<file path="config.mk">
export PLATFORM = sky130hd
export DESIGN_NAME = fifo_wr_arbiter
export DESIGN_NICKNAME = d
export VERILOG_FILES = /design/src/rtl/fifo_wr_arbiter.sv
export SDC_FILE = /design/constraint.sdc
export NUM_CORES = 1
export LEC_CHECK = 0
export CAP_MARGIN = 20
export CORE_MARGIN = 3
export CORE_UTILIZATION = 39
export DETAILED_ROUTE_END_ITERATION = 10
export MAX_ROUTING_LAYER = met4
export PLACE_DENSITY = 0.91
export SYNTH_ARGS = -nofsm -noshare
export SYNTH_HDL_FRONTEND = slang
export SYNTH_SLANG_ARGS = --single-unit
</file>
<file path="constraint.sdc">
create_clock -name clk -period 2.1 [get_ports clk]
set_input_delay 0.63 -clock clk [delete_from_list [all_inputs] [get_ports clk]]
set_output_delay 0.63 -clock clk [all_outputs]
set_load 0.03 [all_outputs]
</file>
<file path="src/rtl/fifo_wr_arbiter.sv">
// -----------------------------------------------------------------------------
// fifo_wr_arbiter
//
// Shares the single write port of the UART TX fifo between two byte-stream
// requesters: port 0 (game engine) and port 1 (debug/echo). A grant covers a
// whole packet, from the first byte up to and including the byte flagged
// 'last'. Packets are granted round-robin, so frames never interleave inside
// the fifo. A full fifo stalls the owner without losing data. An owner that
// stops presenting bytes in the middle of a packet is released after TIMEOUT
// idle cycles.
//
// State table
//   state | meaning
//   IDLE  | no grant held; arbitrate among requesters, nothing written
//   OWN0  | port 0 holds the write port until its 'last' byte or a timeout
//   OWN1  | port 1 holds the write port until its 'last' byte or a timeout
//
// Ports
//   clk          in   1           system clock, rising edge
//   reset_n      in   1           asynchronous, active-low reset
//   req0         in   1           port 0 has a valid byte on data0
//   data0        in   DATA_WIDTH  port 0 byte
//   last0        in   1           data0 is the final byte of its packet
//   ack0         out  1           port 0 byte written this cycle
//   req1         in   1           port 1 has a valid byte on data1
//   data1        in   DATA_WIDTH  port 1 byte
//   last1        in   1           data1 is the final byte of its packet
//   ack1         out  1           port 1 byte written this cycle
//   fifo_full    in   1           fifo full flag
//   fifo_wr      out  1           fifo write strobe
//   fifo_w_data  out  DATA_WIDTH  fifo write data
//   busy         out  1           a packet grant is held
//   owner        out  1           port holding the grant (valid when busy)
//   timeout_err  out  1           one-cycle pulse on a forced release
// -----------------------------------------------------------------------------
module fifo_wr_arbiter #(
    parameter int DATA_WIDTH = 8,
    parameter int TIMEOUT    = 16,
    parameter int TO_WIDTH   = 5
) (
    input  logic                  clk,
    input  logic                  reset_n,

    input  logic                  req0,
    input  logic [DATA_WIDTH-1:0] data0,
    input  logic                  last0,
    output logic                  ack0,

    input  logic                  req1,
    input  logic [DATA_WIDTH-1:0] data1,
    input  logic                  last1,
    output logic                  ack1,

    input  logic                  fifo_full,
    output logic                  fifo_wr,
    output logic [DATA_WIDTH-1:0] fifo_w_data,

    output logic                  busy,
    output logic                  owner,
    output logic                  timeout_err
);

    localparam logic [1:0] ST_IDLE = 2'd0;
    localparam logic [1:0] ST_OWN0 = 2'd1;
    localparam logic [1:0] ST_OWN1 = 2'd2;

    // Idle count at which the next idle cycle forces the release.
    localparam logic [TO_WIDTH-1:0] TO_LAST = TO_WIDTH'(TIMEOUT - 1);

    // -------------------------------------------------------------------------
    // Registers
    // -------------------------------------------------------------------------
    logic [1:0]          r_state;
    logic                r_rr_ptr;
    logic [TO_WIDTH-1:0] r_idle_cnt;
    logic                r_timeout_err;

    // -------------------------------------------------------------------------
    // Combinational decode
    // -------------------------------------------------------------------------
    logic                w_own0;
    logic                w_own1;
    logic                w_owned;
    logic                w_ack0;
    logic                w_ack1;
    logic                w_own_req;
    logic                w_own_last;
    logic                w_pkt_done;
    logic                w_idle_tick;
    logic                w_timeout;

    logic [1:0]          w_state_nxt;
    logic                w_rr_ptr_nxt;
    logic [TO_WIDTH-1:0] w_idle_cnt_nxt;

    assign w_own0  = (r_state == ST_OWN0);
    assign w_own1  = (r_state == ST_OWN1);
    assign w_owned = w_own0 | w_own1;

    // Acks depend on the current inputs, so a requester sees its byte accepted
    // in the same cycle it is presented and can advance on the next edge.
    assign w_ack0 = w_own0 & req0 & ~fifo_full;
    assign w_ack1 = w_own1 & req1 & ~fifo_full;

    assign w_own_req  = w_own1 ? req1  : req0;
    assign w_own_last = w_own1 ? last1 : last0;

    // 'last' only counts when the byte carrying it is actually written.
    assign w_pkt_done = (w_ack0 | w_ack1) & w_own_last;

    // A full fifo freezes the owner entirely, including its idle count, so a
    // slow drain never turns into a spurious timeout.
    assign w_idle_tick = w_owned & ~w_own_req & ~fifo_full;
    assign w_timeout   = w_idle_tick & (r_idle_cnt == TO_LAST);

    // -------------------------------------------------------------------------
    // Next-state logic
    // -------------------------------------------------------------------------
    always_comb begin
        w_state_nxt    = r_state;
        w_rr_ptr_nxt   = r_rr_ptr;
        w_idle_cnt_nxt = r_idle_cnt;

        case (r_state)
            ST_IDLE: begin
                w_idle_cnt_nxt = '0;
                if (req0 && req1) begin
                    w_state_nxt = r_rr_ptr ? ST_OWN1 : ST_OWN0;
                end else if (req0) begin
                    w_state_nxt = ST_OWN0;
                end else if (req1) begin
                    w_state_nxt = ST_OWN1;
                end
            end

            ST_OWN0, ST_OWN1: begin
                if (w_pkt_done || w_timeout) begin
                    // Hand the next tie to the port that did not just own.
                    w_state_nxt    = ST_IDLE;
                    w_rr_ptr_nxt   = ~w_own1;
                    w_idle_cnt_nxt = '0;
                end else if (!fifo_full) begin
                    if (w_own_req) begin
                        w_idle_cnt_nxt = '0;
                    end else begin
                        w_idle_cnt_nxt = r_idle_cnt + TO_WIDTH'(1);
                    end
                end
            end

            default: begin
                w_state_nxt    = ST_IDLE;
                w_idle_cnt_nxt = '0;
            end
        endcase
    end

    // -------------------------------------------------------------------------
    // State registers
    // -------------------------------------------------------------------------
    always_ff @(posedge clk or negedge reset_n) begin
        if (!reset_n) begin
            r_state       <= ST_IDLE;
            r_rr_ptr      <= 1'b0;
            r_idle_cnt    <= '0;
            r_timeout_err <= 1'b0;
        end else begin
            r_state       <= w_state_nxt;
            r_rr_ptr      <= w_rr_ptr_nxt;
            r_idle_cnt    <= w_idle_cnt_nxt;
            r_timeout_err <= w_timeout;
        end
    end

    // -------------------------------------------------------------------------
    // Outputs
    // -------------------------------------------------------------------------
    // Reset forces IDLE asynchronously, which zeroes every decoded output
    // without waiting for a clock edge.
    assign ack0        = w_ack0;
    assign ack1        = w_ack1;
    assign fifo_wr     = w_ack0 | w_ack1;
    assign fifo_w_data = w_own0 ? data0 :
                         w_own1 ? data1 : '0;
    assign busy        = w_owned;
    assign owner       = w_own1;
    assign timeout_err = r_timeout_err;

endmodule

</file>
== After elaboration in Yosys (flattened, before gate mapping) ==
Index checks and enable logic that the tools add are counted.
Storage, ports and cells
  register bits after elaboration: 9
  input port bits: 23
  output and inout port bits: 14
  logic and storage cells: 44
Operators by class
  add/subtract/negate cells: 1
  eq/ne operators: 6
  mux-type cells: 14
  bitwise operators: 13
  reduce and logical (&&, ||, !) cells: 6
Operators by type and width (number)
  $mux 5: 4
  $mux 8: 2
  $mux 2: 5
  $and 1x1->1: 8
  $add 5x1->5 const B: 1
  $eq 5x4->1 const B: 1
  $ne 4x4->1 const B: 1
  $pmux 2 s2: 1
  $reduce_and 2->1: 2
  $ne 3x3->1 const B: 1
  $not 1->1: 3
  $eq 2x1->1 const B: 1
  $eq 2x2->1 const B: 1
  $logic_not 2->1: 1
  $mux 1: 2
  $ne 2x2->1 const B: 1
  $or 1x1->1: 2
  $reduce_or 2->1: 1
  $logic_and 1x1->1: 1
  $logic_or 1x1->1: 1

== Logic depth before layout (Yosys ltp) ==
  depth in word-level cells: 9
  depth in mapped cells: 7
  gate-level depth less buffers: 7

== Worst setup path after synthesis ==
OpenSTA, ideal clock, no wires.
  kind: flip-flop to output port
  from: register r_state[1]
  to: output port fifo_w_data[3]
  arrival: 1.624 ns
  required time: 1.470 ns
  path slack: -0.154 ns
  stages on the path, launching flop included: 6
  path through: dfrtp_1 > inv_1 > ha_1 > buf_4 > clkbuf_1 > o21ai_0
Between the ends
  longest elaborated chain between the ends: 3
  elaborated cells between the ends (all ways): 4
  classes of those cells: eq/ne (2); mux (2)
RTL lines
  from (decl): RTL line 73  | logic [1:0] r_state;
  from (signal assigned): RTL line 168  | r_state <= w_state_nxt;
  $eq 2x2->1: RTL line 97  | assign w_own1 = (r_state == ST_OWN1);
  $mux 8: RTL line 184  | w_own1 ? data1 : '0;
  $mux 8 *: RTL line 183  | assign fifo_w_data = w_own0 ? data0 :
  to (decl): RTL line 56  | output logic [DATA_WIDTH-1:0] fifo_w_data,
Mark *: on every way between the ends. The rest lies on a longest branch, timed or not.

== Final worst setup path ==
  from: input port data0[7]
  to: output port fifo_w_data[7]
Between the ends
  longest elaborated chain between the ends: 1
RTL lines
  from (decl): RTL line 45  | input logic [DATA_WIDTH-1:0] data0,
  $mux 8: RTL line 183
No other way between the ends.

==> flow_summary.ini <==
[status]
status = completed

[sta]
final_hold_viol_count = 0
max_freq_ghz = 0.483
fin_ws_ns = 0.0283
rsz0062_at_grt = yes
setup_viol = 0
period_share_pct = 98.7
maxSlewHeadroom_pct = 71.7
fin_crit_ns = 2.07
final_max_slew_viol_count = 0
tightest_slew_ns = 0.424
skew_ns = 0.00922

[detailed_routing]
drt-initial-drc-count = 24
via_per_inst = 5.34
wl_mm = 2.20
wl_per_cell_um = 13.7
post-route-drc-count = 0
vias = 855
final_antenna_net_count = 0
firstDrtPassIters = 4

[yosys]
netlist_area_um2 = 731
synthAdderAreaFrac_pct = 10.3
yosys_warnings = 0
synth_area_leaders = dfrtp_1 31%, ha_1 10%, nand2_1 8.2%
ys_ff_latch = 9
postSynth.asyncResetShare_pct = 100
synth.avg_cell_area_um2 = 8.30
yosysTopAreaCellShare_pct = 30.8
synthMuxAreaShare_pct = 4.11
synth_top_family_by_area = simple AND/OR/NAND/NOR gates
synth_xor_area_share_pct = 0
synth_compound_gate_area_share_pct = 22.9
syn-instance-count = 88
synth_cell_types = 29
yosys_most_used_dff = dfrtp_1
synth_nets = 117
seq_area_frac_synth_pct = 30.8
yosys.area.top_type = dfrtp_1
synth_simple_gate_area_share_pct = 24.5
synth-edff-count = 0

[cts]
ctsHoldBuffers = 0
clk_pin_slew_ns = 0.06
clk_latency_ns = 0.26
cts.path.max_buffers = 2
cts_buffers = 3
cts_tree = built
cts_root_buf = clkbuf_4
htreeDepth = 1
cts_sinks = 9

[global_route]
grt_pass1_wl_mm = 3.48
grt_pass1_vias = 780
grtUsageTotal_pct = 18.2
grt_max_degree = 13
antenna_found_initial = 0
gr-total-overflow = 0

[layout]
num_antenna_cells = 0
multiInputGateArea_um2 = 524
ff_latch_area_um2 = 228
final_nets = 165
drive_gt1_share_pct = 40.0
nFillCells = 130
syn_to_final_growth_pct = 79.5

[setup_path]
cp-end-kind = output port
crit_family = buffers and inverters
cp_num_cells = 3
cp_cell_sequence = clkdlybuf4s50_1 > a22o_1 > buf_4
cp_max_fo = 1
cp.arrival_ns = 1.44
required_ns = 1.47
r2r_cells = 7
start_kind = input port
path_class = in2out
critPathBufInv = 2
max_stage_delay_ns = 0.42
slowest_stage = clkdlybuf4s50_1

[power]
ir_worst_vdd_mv = 0.871
p_leak_nw = 0.594
p_total_mw = 1.41
power_density_nw_per_um2 = 1080

[die]
rows = 15
die_h_um = 49.3
die_w_um = 49.3
die-area_um2 = 2430
start_util_pct = 41.9
coreArea_um2 = 1750
io_pins = 37

[worst_hold_path]
hold_path.class = reg2reg
holdPathStages = 1

[placement]
dp_hpwl_mm = 1.60
place_ws_ns = -0.156
place_congestion = 0.859
numPortBuffers = 36

[flow_run]
maxCapViolCount = 0
final cells by class:
cell class,instances,area share (%)
flip-flops and latches,9,17.4
well taps,25,2.39
inverters,8,2.67
repair buffers,48,35.6
clock buffers,4,2.00
multi-input cells,66,40.0
cell families after synthesis:
group / after synthesis
flops: 9
simple gates: 35
buf+inv: 13
fa+ha+maj: 6
compound gates: 22
mux: 3
sequential cells by signal, indices dropped and copies added, names as in the netlist:
signal	cells
r_idle_cnt	5
r_state	2
r_rr_ptr	1
timeout_err	1
repair_timing:
item	CTS	global route
buffers inserted	1	2
pin swaps	3	2
cloned	0	1
gates resized for setup	16	30
setup endpoints to repair	12	18
worst paths after layout:
check                                     startpoint                   endpoint  slack [ns]
min                        r_idle_cnt[4]$_DFFE_PN0P_  r_idle_cnt[4]$_DFFE_PN0P_        0.53
max reg2reg                   r_state[0]$_DFFE_PN0P_  r_idle_cnt[2]$_DFFE_PN0P_        0.12
min in group asynchronous                    reset_n  r_idle_cnt[3]$_DFFE_PN0P_        0.66
max in group asynchronous                    reset_n     r_state[1]$_DFFE_PN0P_        1.12
max                                         data0[7]             fifo_w_data[7]        0.03
min reg2reg                r_idle_cnt[4]$_DFFE_PN0P_  r_idle_cnt[4]$_DFFE_PN0P_        0.53
metrics by stage:
| stage | hold slack [ns] | TNS [ns] | std cells | utilization, % | instance area [um^2] |
|---|---|---|---|---|---|
| after floorplan | 0.334 | -0.621 | 88 | - | 731 |
| after global placement | 0.505 | -0.838 | 152 | 64.5 | 1130 |
| after detailed placement | 0.514 | -1.10 | 152 | 64.5 | 1130 |
| after CTS | 0.537 | 0 | 157 | 68.2 | 1190 |
| after global routing | 0.565 | -0.0352 | 160 | 75.1 | 1310 |
| final | 0.534 | 0 | 160 | 75.1 | 1310 |
cells in the mapped netlist, types with 2 or more instances:
library cell  count
nand2_1          16
dfrtp_1           9
inv_1             8
ha_1              6
o21ai_0           6
a32o_1            5
nor2_1            4
clkbuf_1          3
mux2i_1           3
nand3_1           3
nor3b_1           3
a22o_1            2
nor2b_1           2
nor3_1            2
o211ai_1          2
worst reg2reg max path: cells and delay by family, from the launching register on:
family,cells,cell delay (ns)
AND/OR/NAND/NOR,2,0.66
flip-flops,1,0.46
AO/OA/AOI/OAI,2,0.28
adder cells (fa/ha/maj),1,0.24
buffers and inverters,2,0.22
routing by layer:
metal  vias up  wire length (um)  track usage, %
met5         -                 0               -
met4         0                 0            2.84
met3         0               204            5.50
met2        41              1160            33.5
met1       403               831            19.4
li1        411                 -               -
placed cells by master, fill, tap and decap left out, drive strengths merged:
master and n:
clkdlybuf4s50 18, a21boi 1, dlymetal6s2s 2, a22oi 1, mux2i 3, inv 8, clkbuf 5, a22o 2
nand3 3, nor2 4, nand2 16, ha 6, and3 3, a211o 1, dfrtp 9, dlygate4sd2 3
nor2b 2, o211ai 2, o21ai 6, buf 24, a32oi 1, nor3b 3, nor3 2, a31oi 1
a32o 5, or3 1, or4 1, a21oi 1, o22ai 1
power by group:
group          internal, mW  total [mW]  switching, mW
sequential            0.208       0.252         0.0443
combinational         0.487        1.02          0.536
clock                0.0733       0.138         0.0651
total                 0.768        1.41          0.645
No activity file was read; power rests on OpenSTA's default activity.
